## config.mk

```make
export PLATFORM = sky130hd
export DESIGN_NAME = cmplx_bfly_r2
export DESIGN_NICKNAME = d
export VERILOG_FILES = /design/src/rtl/cmplx_bfly_r2.sv
export SDC_FILE = /design/constraint.sdc
export NUM_CORES = 2
export LEC_CHECK = 0
export CAP_MARGIN = 20
export CELL_PAD_IN_SITES_DETAIL_PLACEMENT = 0
export CELL_PAD_IN_SITES_GLOBAL_PLACEMENT = 2
export CORE_MARGIN = 2
export CORE_UTILIZATION = 40
export CTS_CLUSTER_SIZE = 10
export DETAILED_ROUTE_END_ITERATION = 7
export GPL_TIMING_DRIVEN = 0
export PLACE_DENSITY_LB_ADDON = 0.25
export SLEW_MARGIN = 10
export SYNTH_ARGS = -nofsm -noshare
export SYNTH_HDL_FRONTEND = slang
export SYNTH_SLANG_ARGS = --single-unit
```

## constraint.sdc

```tcl
create_clock -name clk -period 33.4 [get_ports clk]
set_clock_uncertainty 0.15 [all_clocks]
set_input_delay 6.68 -clock clk [delete_from_list [all_inputs] [get_ports clk]]
set_output_delay 6.68 -clock clk [all_outputs]
set_load 0.05 [all_outputs]
```

## src/rtl/cmplx_bfly_r2.sv

```systemverilog
// cmplx_bfly_r2: pipelined radix-2 complex butterfly X = A + W'B, Y = A - W'B using three multipliers,
// with optional twiddle conjugation, /2 scaling, round-half-up, saturation and a sticky overflow flag.
module cmplx_bfly_r2 #(
    parameter int DW = 16,
    parameter int TW = 16
) (
    input  logic                 clk,
    input  logic                 rst_n,
    input  logic                 en,
    input  logic                 in_valid,
    input  logic                 inv,
    input  logic                 scale,
    input  logic signed [DW-1:0] a_r,
    input  logic signed [DW-1:0] a_i,
    input  logic signed [DW-1:0] b_r,
    input  logic signed [DW-1:0] b_i,
    input  logic signed [TW-1:0] w_r,
    input  logic signed [TW-1:0] w_i,
    input  logic                 ovf_clr,
    output logic                 out_valid,
    output logic signed [DW-1:0] x_r,
    output logic signed [DW-1:0] x_i,
    output logic signed [DW-1:0] y_r,
    output logic signed [DW-1:0] y_i,
    output logic                 ovf
);
    localparam int FW = DW + TW + 2;
    localparam logic signed [FW-1:0] ONE   = {{(FW-1){1'b0}}, 1'b1};
    localparam logic signed [FW-1:0] HALF0 = ONE <<< (TW-3);
    localparam logic signed [FW-1:0] HALF1 = ONE <<< (TW-2);
    localparam logic signed [FW-1:0] MAXV  = {{(FW-DW+1){1'b0}}, {(DW-1){1'b1}}};
    localparam logic signed [FW-1:0] MINV  = ~MAXV;

    // Returns {saturated, value} after round-half-up and clamping to DW bits.
    function automatic logic [DW:0] rnd_sat(input logic signed [FW-1:0] f, input logic sc);
        logic signed [FW-1:0] t;
        logic hi, lo;
        t  = f + (sc ? HALF1 : HALF0);
        t  = sc ? (t >>> (TW-1)) : (t >>> (TW-2));
        hi = t > MAXV;
        lo = t < MINV;
        return {hi | lo, hi ? MAXV[DW-1:0] : lo ? MINV[DW-1:0] : t[DW-1:0]};
    endfunction

    logic signed [TW:0]   w_wi;
    logic signed [DW:0]   w_s1;
    logic signed [TW+1:0] w_s2, w_s3;
    logic signed [FW-1:0] w_pr, w_pi, w_ar, w_ai;
    logic [DW:0]          w_xr, w_xi, w_yr, w_yi;
    logic                 w_sat;

    logic                 r_v1, r_sc1, r_v2, r_sc2, r_ov, r_ovf;
    logic signed [DW-1:0] r_a1_r, r_a1_i, r_b_r, r_b_i, r_a2_r, r_a2_i;
    logic signed [TW-1:0] r_w_r;
    logic signed [DW:0]   r_s1;
    logic signed [TW+1:0] r_s2, r_s3;
    logic signed [FW-1:0] r_pr, r_pi;
    logic signed [DW-1:0] r_x_r, r_x_i, r_y_r, r_y_i;

    // Widened before negation so the most negative twiddle does not wrap.
    assign w_wi = inv ? -(TW+1)'(w_i) : (TW+1)'(w_i);
    assign w_s1 = (DW+1)'(b_r) + (DW+1)'(b_i);
    assign w_s2 = (TW+2)'(w_wi) - (TW+2)'(w_r);
    assign w_s3 = (TW+2)'(w_r) + (TW+2)'(w_wi);

    assign w_pr = FW'(r_w_r) * FW'(r_s1) - FW'(r_b_i) * FW'(r_s3);
    assign w_pi = FW'(r_w_r) * FW'(r_s1) + FW'(r_b_r) * FW'(r_s2);

    assign w_ar  = FW'(r_a2_r) <<< (TW-2);
    assign w_ai  = FW'(r_a2_i) <<< (TW-2);
    assign w_xr  = rnd_sat(w_ar + r_pr, r_sc2);
    assign w_xi  = rnd_sat(w_ai + r_pi, r_sc2);
    assign w_yr  = rnd_sat(w_ar - r_pr, r_sc2);
    assign w_yi  = rnd_sat(w_ai - r_pi, r_sc2);
    assign w_sat = w_xr[DW] | w_xi[DW] | w_yr[DW] | w_yi[DW];

    always_ff @(posedge clk or negedge rst_n) begin
        if (!rst_n) begin
            r_v1   <= 1'b0;
            r_sc1  <= 1'b0;
            r_a1_r <= '0;
            r_a1_i <= '0;
            r_b_r  <= '0;
            r_b_i  <= '0;
            r_w_r  <= '0;
            r_s1   <= '0;
            r_s2   <= '0;
            r_s3   <= '0;
        end else if (en) begin
            r_v1 <= in_valid;
            if (in_valid) begin
                r_sc1  <= scale;
                r_a1_r <= a_r;
                r_a1_i <= a_i;
                r_b_r  <= b_r;
                r_b_i  <= b_i;
                r_w_r  <= w_r;
                r_s1   <= w_s1;
                r_s2   <= w_s2;
                r_s3   <= w_s3;
            end
        end
    end

    always_ff @(posedge clk or negedge rst_n) begin
        if (!rst_n) begin
            r_v2   <= 1'b0;
            r_sc2  <= 1'b0;
            r_a2_r <= '0;
            r_a2_i <= '0;
            r_pr   <= '0;
            r_pi   <= '0;
        end else if (en) begin
            r_v2 <= r_v1;
            if (r_v1) begin
                r_sc2  <= r_sc1;
                r_a2_r <= r_a1_r;
                r_a2_i <= r_a1_i;
                r_pr   <= w_pr;
                r_pi   <= w_pi;
            end
        end
    end

    always_ff @(posedge clk or negedge rst_n) begin
        if (!rst_n) begin
            r_ov  <= 1'b0;
            r_x_r <= '0;
            r_x_i <= '0;
            r_y_r <= '0;
            r_y_i <= '0;
        end else if (en) begin
            r_ov <= r_v2;
            if (r_v2) begin
                r_x_r <= w_xr[DW-1:0];
                r_x_i <= w_xi[DW-1:0];
                r_y_r <= w_yr[DW-1:0];
                r_y_i <= w_yi[DW-1:0];
            end
        end
    end

    // A saturating sample on the same edge as a clear keeps the flag set.
    always_ff @(posedge clk or negedge rst_n) begin
        if (!rst_n)
            r_ovf <= 1'b0;
        else if (en && r_v2 && w_sat)
            r_ovf <= 1'b1;
        else if (ovf_clr)
            r_ovf <= 1'b0;
    end

    assign out_valid = r_ov;
    assign x_r       = r_x_r;
    assign x_i       = r_x_i;
    assign y_r       = r_y_r;
    assign y_i       = r_y_i;
    assign ovf       = r_ovf;
endmodule

```

Word-level counts from Yosys, hierarchy flattened
Index checks and enable logic that the tools add are counted.
{"block": "word_totals", "reg_bits": 303, "inputBits": 103, "out_inout_bits": 66, "wordCells": 76}
{"block": "op_classes", "addsub": 14, "multipliers": 3, "order_cmp": 8, "n_mux": 16, "bitwise": 7, "reduce_logical": 6}
{"operator": "$add A34 B16 Y34", "n": 4}
{"operator": "$mux W16", "n": 8}
{"operator": "$gt A20 B16 Y1 const B", "n": 4}
{"operator": "$lt A20 B16 Y1 const B", "n": 4}
{"operator": "$mux W19", "n": 4}
{"operator": "$add A30 B34 Y34", "n": 2}
{"operator": "$mul A16 B18 Y34", "n": 2}
{"operator": "$sub A30 B34 Y34", "n": 2}
{"operator": "$add A33 B34 Y34", "n": 1}
{"operator": "$sub A33 B34 Y34", "n": 1}
{"operator": "$mul A16 B17 Y33", "n": 1}
{"operator": "$add A16 B17 Y18", "n": 1}
{"operator": "$sub A17 B16 Y18", "n": 1}
{"operator": "$add A16 B16 Y17", "n": 1}
{"operator": "$mux W17", "n": 1}
{"operator": "$neg A16 Y17", "n": 1}
{"operator": "$mux W15", "n": 1}
{"operator": "$or A1 B1 Y1", "n": 7}
{"operator": "$reduce_and A2 Y1", "n": 3}
{"operator": "$logic_and A1 B1 Y1", "n": 2}
{"operator": "$mux W1", "n": 2}
{"operator": "$reduce_bool A2 Y1", "n": 1}

Longest topological paths before layout
{"block": "depth", "ltp_word": 10, "mapped_depth": 45, "mapped_depth_nobuf": 43}

Worst setup path before layout
No wires, ideal clock.
{"block": "synth_timing", "path_kind": "register -> register", "start": "register r_w_r[8]", "end": "register r_pr[32]", "setup_ps": 83, "arrival_time_ps": 10344, "t_required_ps": 33167, "path_slack_ps": 22823, "stages_incl_launch_ff": 42, "path_buffers": 2, "synth_period_minus_slack_ps": 10577, "path_cell_list": "dfrtp_1 -> clkbuf_1 -> clkbuf_1 -> nand2_1 -> fa_1 -> inv_1 -> fa_1 -> inv_1 -> fa_1 -> inv_1 -> fa_1 -> fa_1 -> inv_1 -> fa_1 -> inv_1 -> ha_1 -> o21ai_0 -> nand2b_1 -> (+6 left out) -> fa_1 -> fa_1 -> inv_1 -> fa_1 -> fa_1 -> inv_1 -> fa_1 -> ha_1 -> nand4_1 -> or4_1 -> o32a_1 -> o21a_1 -> a31oi_1 -> a41oi_1 -> nand2_1 -> a31oi_1 -> xor2_1 -> o21ai_0"}
{"block": "synth_between", "elab_chain_cells": 2}
{"item": "from (decl)", "line_no": "54", "source": "logic signed [TW-1:0] r_w_r;"}
{"item": "from (signal assigned)", "line_no": "97", "source": "r_w_r <= w_r;"}
{"item": "$mul A16 B17 Y33", "line_no": "66", "source": "assign w_pr = FW'(r_w_r) * FW'(r_s1) - FW'(r_b_i) * FW'(r_s3);"}
{"item": "$sub A33 B34 Y34", "line_no": "66"}
{"item": "to (signal assigned)", "line_no": "119", "source": "r_pr <= w_pr;"}
{"item": "to (decl)", "line_no": "57", "source": "logic signed [FW-1:0] r_pr, r_pi;"}
No other way between the ends.
A chain may end at the register's enable or synchronous reset.

Worst setup path after layout
{"block": "layout_timing", "start": "register r_w_r[7]", "end": "register r_pr[33]"}
Same word-level chain as after synthesis.

==> parameters.txt <==
Parameter                              Value

Global routing
  Via count of the first global-routing pass ... 42000
  Number of antenna violations at the first check in global routing ... 10
  Pin count of the biggest net entering global routing ... 105
  Global route total overflow ... 0
  Overall global routing resource usage ... 0.258
  First-pass GRT wire length ... 263000 µm

Clock tree
  CTS buffer count ... 40
  Maximum root-to-sink buffer count ... 3
  Number of buffers inserted for hold repair after clock tree synthesis ... 0
  Number of sinks on the clock net ... 302
  CTS Root Buffer Type ... sky130_fd_sc_hd__clkbuf_16
  Number of post-CTS setup repair buffers ... 0
  Clock-pin slew of the registers on the worst-case setup and hold paths ... 0.06 ns
  Clock H-tree levels ... 2
  CTS resizes ... 0
  Clock latency of the later-clocked register in the worst-skew pair ... approximately 0.6 ns
  Clock tree from TritonCTS ... done

Status
  Result of the run ... finished clean

Worst setup path
  Critical path required time ... 33.68 ns
  Critical Path Sink Type ... flop
  Top Family by Delay on Critical Path ... adder cells
  Slowest stage cell on the critical path ... sky130_fd_sc_hd__xnor2_1
  Max stage delay on crit path ... 0.80 ns
  Worst setup startpoint ... r_w_r[7]
  Critical-path maximum fanout ... 10
  Crit Path Class ... reg2reg
  Data arrival time at the worst-slack endpoint ... 14.92 ns
  Logic depth of the worst path, buffers included ... 38
  Most common cell type on the critical path ... sky130_fd_sc_hd__fa_1
  Worst-case register-to-register setup slack ... 18.76 ns
  Number of cell instances on the worst register-to-register path ... 38
  CP endpoint ... r_pr[33]
  Source of the worst register-to-register timing path ... r_w_r[7]
  Terminus of the critical flop-to-flop path ... r_pr[33]
  CP Launch Type ... flop
  CP Buf/Inv Count ... 8

STA
  Final critical-path required period ... 14.64 ns
  Unrepaired setup endpoints after global routing ... no
  Tightest Pin Transition ... ~1.1 ns
  Worst hold slack ... 0.321 ns
  Number of hold violations in the final report ... 0
  Post-route fraction of the period consumed by the critical path ... 0.438
  Max-slew headroom ... 0.242
  Pins Over Slew Limit ... 0
  Setup TNS ... 0 ns
  Final setup violation count ... 0
  Max Clock Freq ... 0.0683 GHz

Logic synthesis
  Mean Syn Cell Area ... 9.18 µm²
  Post-synth EDFFs ... 0
  Post-synthesis instance area ... 53200 µm²
  Seq cells post-synth ... a little over 300
  Share of synthesized area occupied by flip-flops and latches ... 0.142
  Most used flip-flop cell after synthesis ... sky130_fd_sc_hd__dfrtp_1
  Unique masters post-synth ... 88
  Post-synthesis instance total ... 5793
  Proportion of register bits with asynchronous set or reset after synthesis ... 1.00
  Synth Net Count ... around 7300
  Number of warnings printed during yosys synthesis ... 0

Hold path
  Classification of the worst-slack hold path ... reg2reg

Layout
  Area growth, synth to finish ... 9.96%
  Layout cell share with drive strength beyond 1 ... 0.0290
  Multi-input combinational cell area ... 40700 µm²
  Total number of nets in the final design ... 7537
  Ant diodes ... 0
  Sequential cell area ... 7560 µm²
  Number of fillers in the final layout ... around 13000

Floorplanning
  DIE HEIGHT ... approximately 370 µm
  Die area ... approximately 140000 µm²
  DIE WIDTH ... 369 µm
  Number of placement rows ... 133
  Starting Density ... 0.404
  Core area ... 132000 µm²
  Number of ports placed on the die boundary ... 169

Flow run
  Max capacitance violation total ... 0

Detailed routing
  Routed wirelength normalized by instance count ... 22.0 µm
  Average vias per placed instance ... 5.08
  Vias ... just under 40000
  Remaining number of nets flagged by the antenna check after routing ... 0
  Total length of routed wires ... 171000 µm
  DRC ... 0
  First-iteration detailed-routing DRC count ... 2300
  Iteration count of the initial detailed-routing pass ... 6

Placed design
  Count of buffers inserted at the top-level ports ... 166
  Final GP Congestion ... 0.906
  HPWL after DPL ... 146000 µm
## how the worst min path moves through the flow
| stage | startpoint | to | slack, ns | cells after the start |
|---|---|---|---|---|
| after global placement | r_a1_i[12] | r_a1_i[12] | 0.31 | 2 |
| after global routing | y_r[1] | y_r[1] | 0.34 | 1 |
| after CTS | r_a1_i[12] | r_a1_i[12] | 0.32 | 2 |
| after floorplan | r_a1_i[0] | r_a1_i[0] | 0.29 | 2 |
| final | r_a1_i[12] | r_a1_i[12] | 0.32 | 2 |
| after detailed placement | r_a1_i[12] | r_a1_i[12] | 0.31 | 2 |
## layout make-up
cell class,count,area share
plain buffers,219,0.0144
inverters,1096,0.0704
repair buffers,182,0.0320
multi-input cells,4176,0.696
well taps,1755,0.0376
flip-flops and latches,302,0.129
clock inverters,11,0.00203
clock buffers,53,0.0187
## metrics by stage
stage	instance area [µm²]	util	instances	worst slack [ns]
final	58500	0.444	7794	18.76
after global routing	58500	0.444	7794	18.12
after CTS	58500	0.444	7794	18.68
after detailed placement	57300	0.435	7730	18.75
after global placement	57000	0.433	7714	11.54
after floorplan	53200	-	5793	22.82
## synth_stat cells (all sizes together) (60+ instances only)
cell type  number  area, µm²
inv          1095       4110
fa            935      18700
nand2         829       3110
ha            482       6030
and2          433       2710
dfrtp         302       7560
o21ai         232       1170
clkbuf        203        762
a21oi         154        774
xnor2         150       1310
nor2          141        537
a21o           83        623
xor2           73        639
nand2b         60        375
## registers in the layout, indices dropped and copies added (netlist names), 16 cells and up
register / count
r_a2_i: 16
r_w_r: 16
y_r: 16
r_pr: 34
y_i: 16
r_pi: 34
r_s3: 17
r_a2_r: 16
r_a1_r: 16
r_b_r: 16
r_s1: 17
x_i: 16
r_a1_i: 16
r_s2: 18
x_r: 16
r_b_i: 16
## placed cells by master (no fill, tap or decap), types with 73 or more instances in the layout
cell type / synthesis / final
sky130_fd_sc_hd__a21o_1: 83 / 83
sky130_fd_sc_hd__a21oi_1: 153 / 153
sky130_fd_sc_hd__and2_1: 432 / 432
sky130_fd_sc_hd__clkbuf_1: 203 / 212
sky130_fd_sc_hd__clkdlybuf4s50_1: 0 / 165
sky130_fd_sc_hd__dfrtp_1: 302 / 302
sky130_fd_sc_hd__fa_1: 935 / 935
sky130_fd_sc_hd__ha_1: 482 / 482
sky130_fd_sc_hd__inv_1: 1095 / 1095
sky130_fd_sc_hd__nand2_1: 828 / 828
sky130_fd_sc_hd__nor2_1: 140 / 140
sky130_fd_sc_hd__o21ai_0: 226 / 226
sky130_fd_sc_hd__xnor2_1: 150 / 148
sky130_fd_sc_hd__xor2_1: 73 / 73
## tightest hold or removal path, delay by kind of cell (launching register included)
| family | cells | cell delay [ns] |
|---|---|---|
| AND/OR/NAND/NOR | 2 | 0.10 |
| flip-flops | 1 | 0.34 |
## routing by layer
| layer | track usage | part of all wire |
|---|---|---|
| met5 | 0 | 0.00039 |
| met3 | 0.0334 | 0.045 |
| met4 | 0.0867 | 0.039 |
| met1 | 0.341 | 0.44 |
| met2 | 0.436 | 0.48 |
## cell families (layout without fill, tap and decap cells)
family	Yosys count	count (layout)	synth area share
fa+ha+maj	1417	1417	0.465
flops	302	302	0.142
mux	60	60	0.0123
buf+inv	1315	1561	0.0932
compound gates	765	765	0.0947
xor+xnor	223	223	0.0367
simple gates	1711	1711	0.155
Power is not shown: default switching activity piles up to over one toggle a cycle in this logic, so the estimate is an artifact.
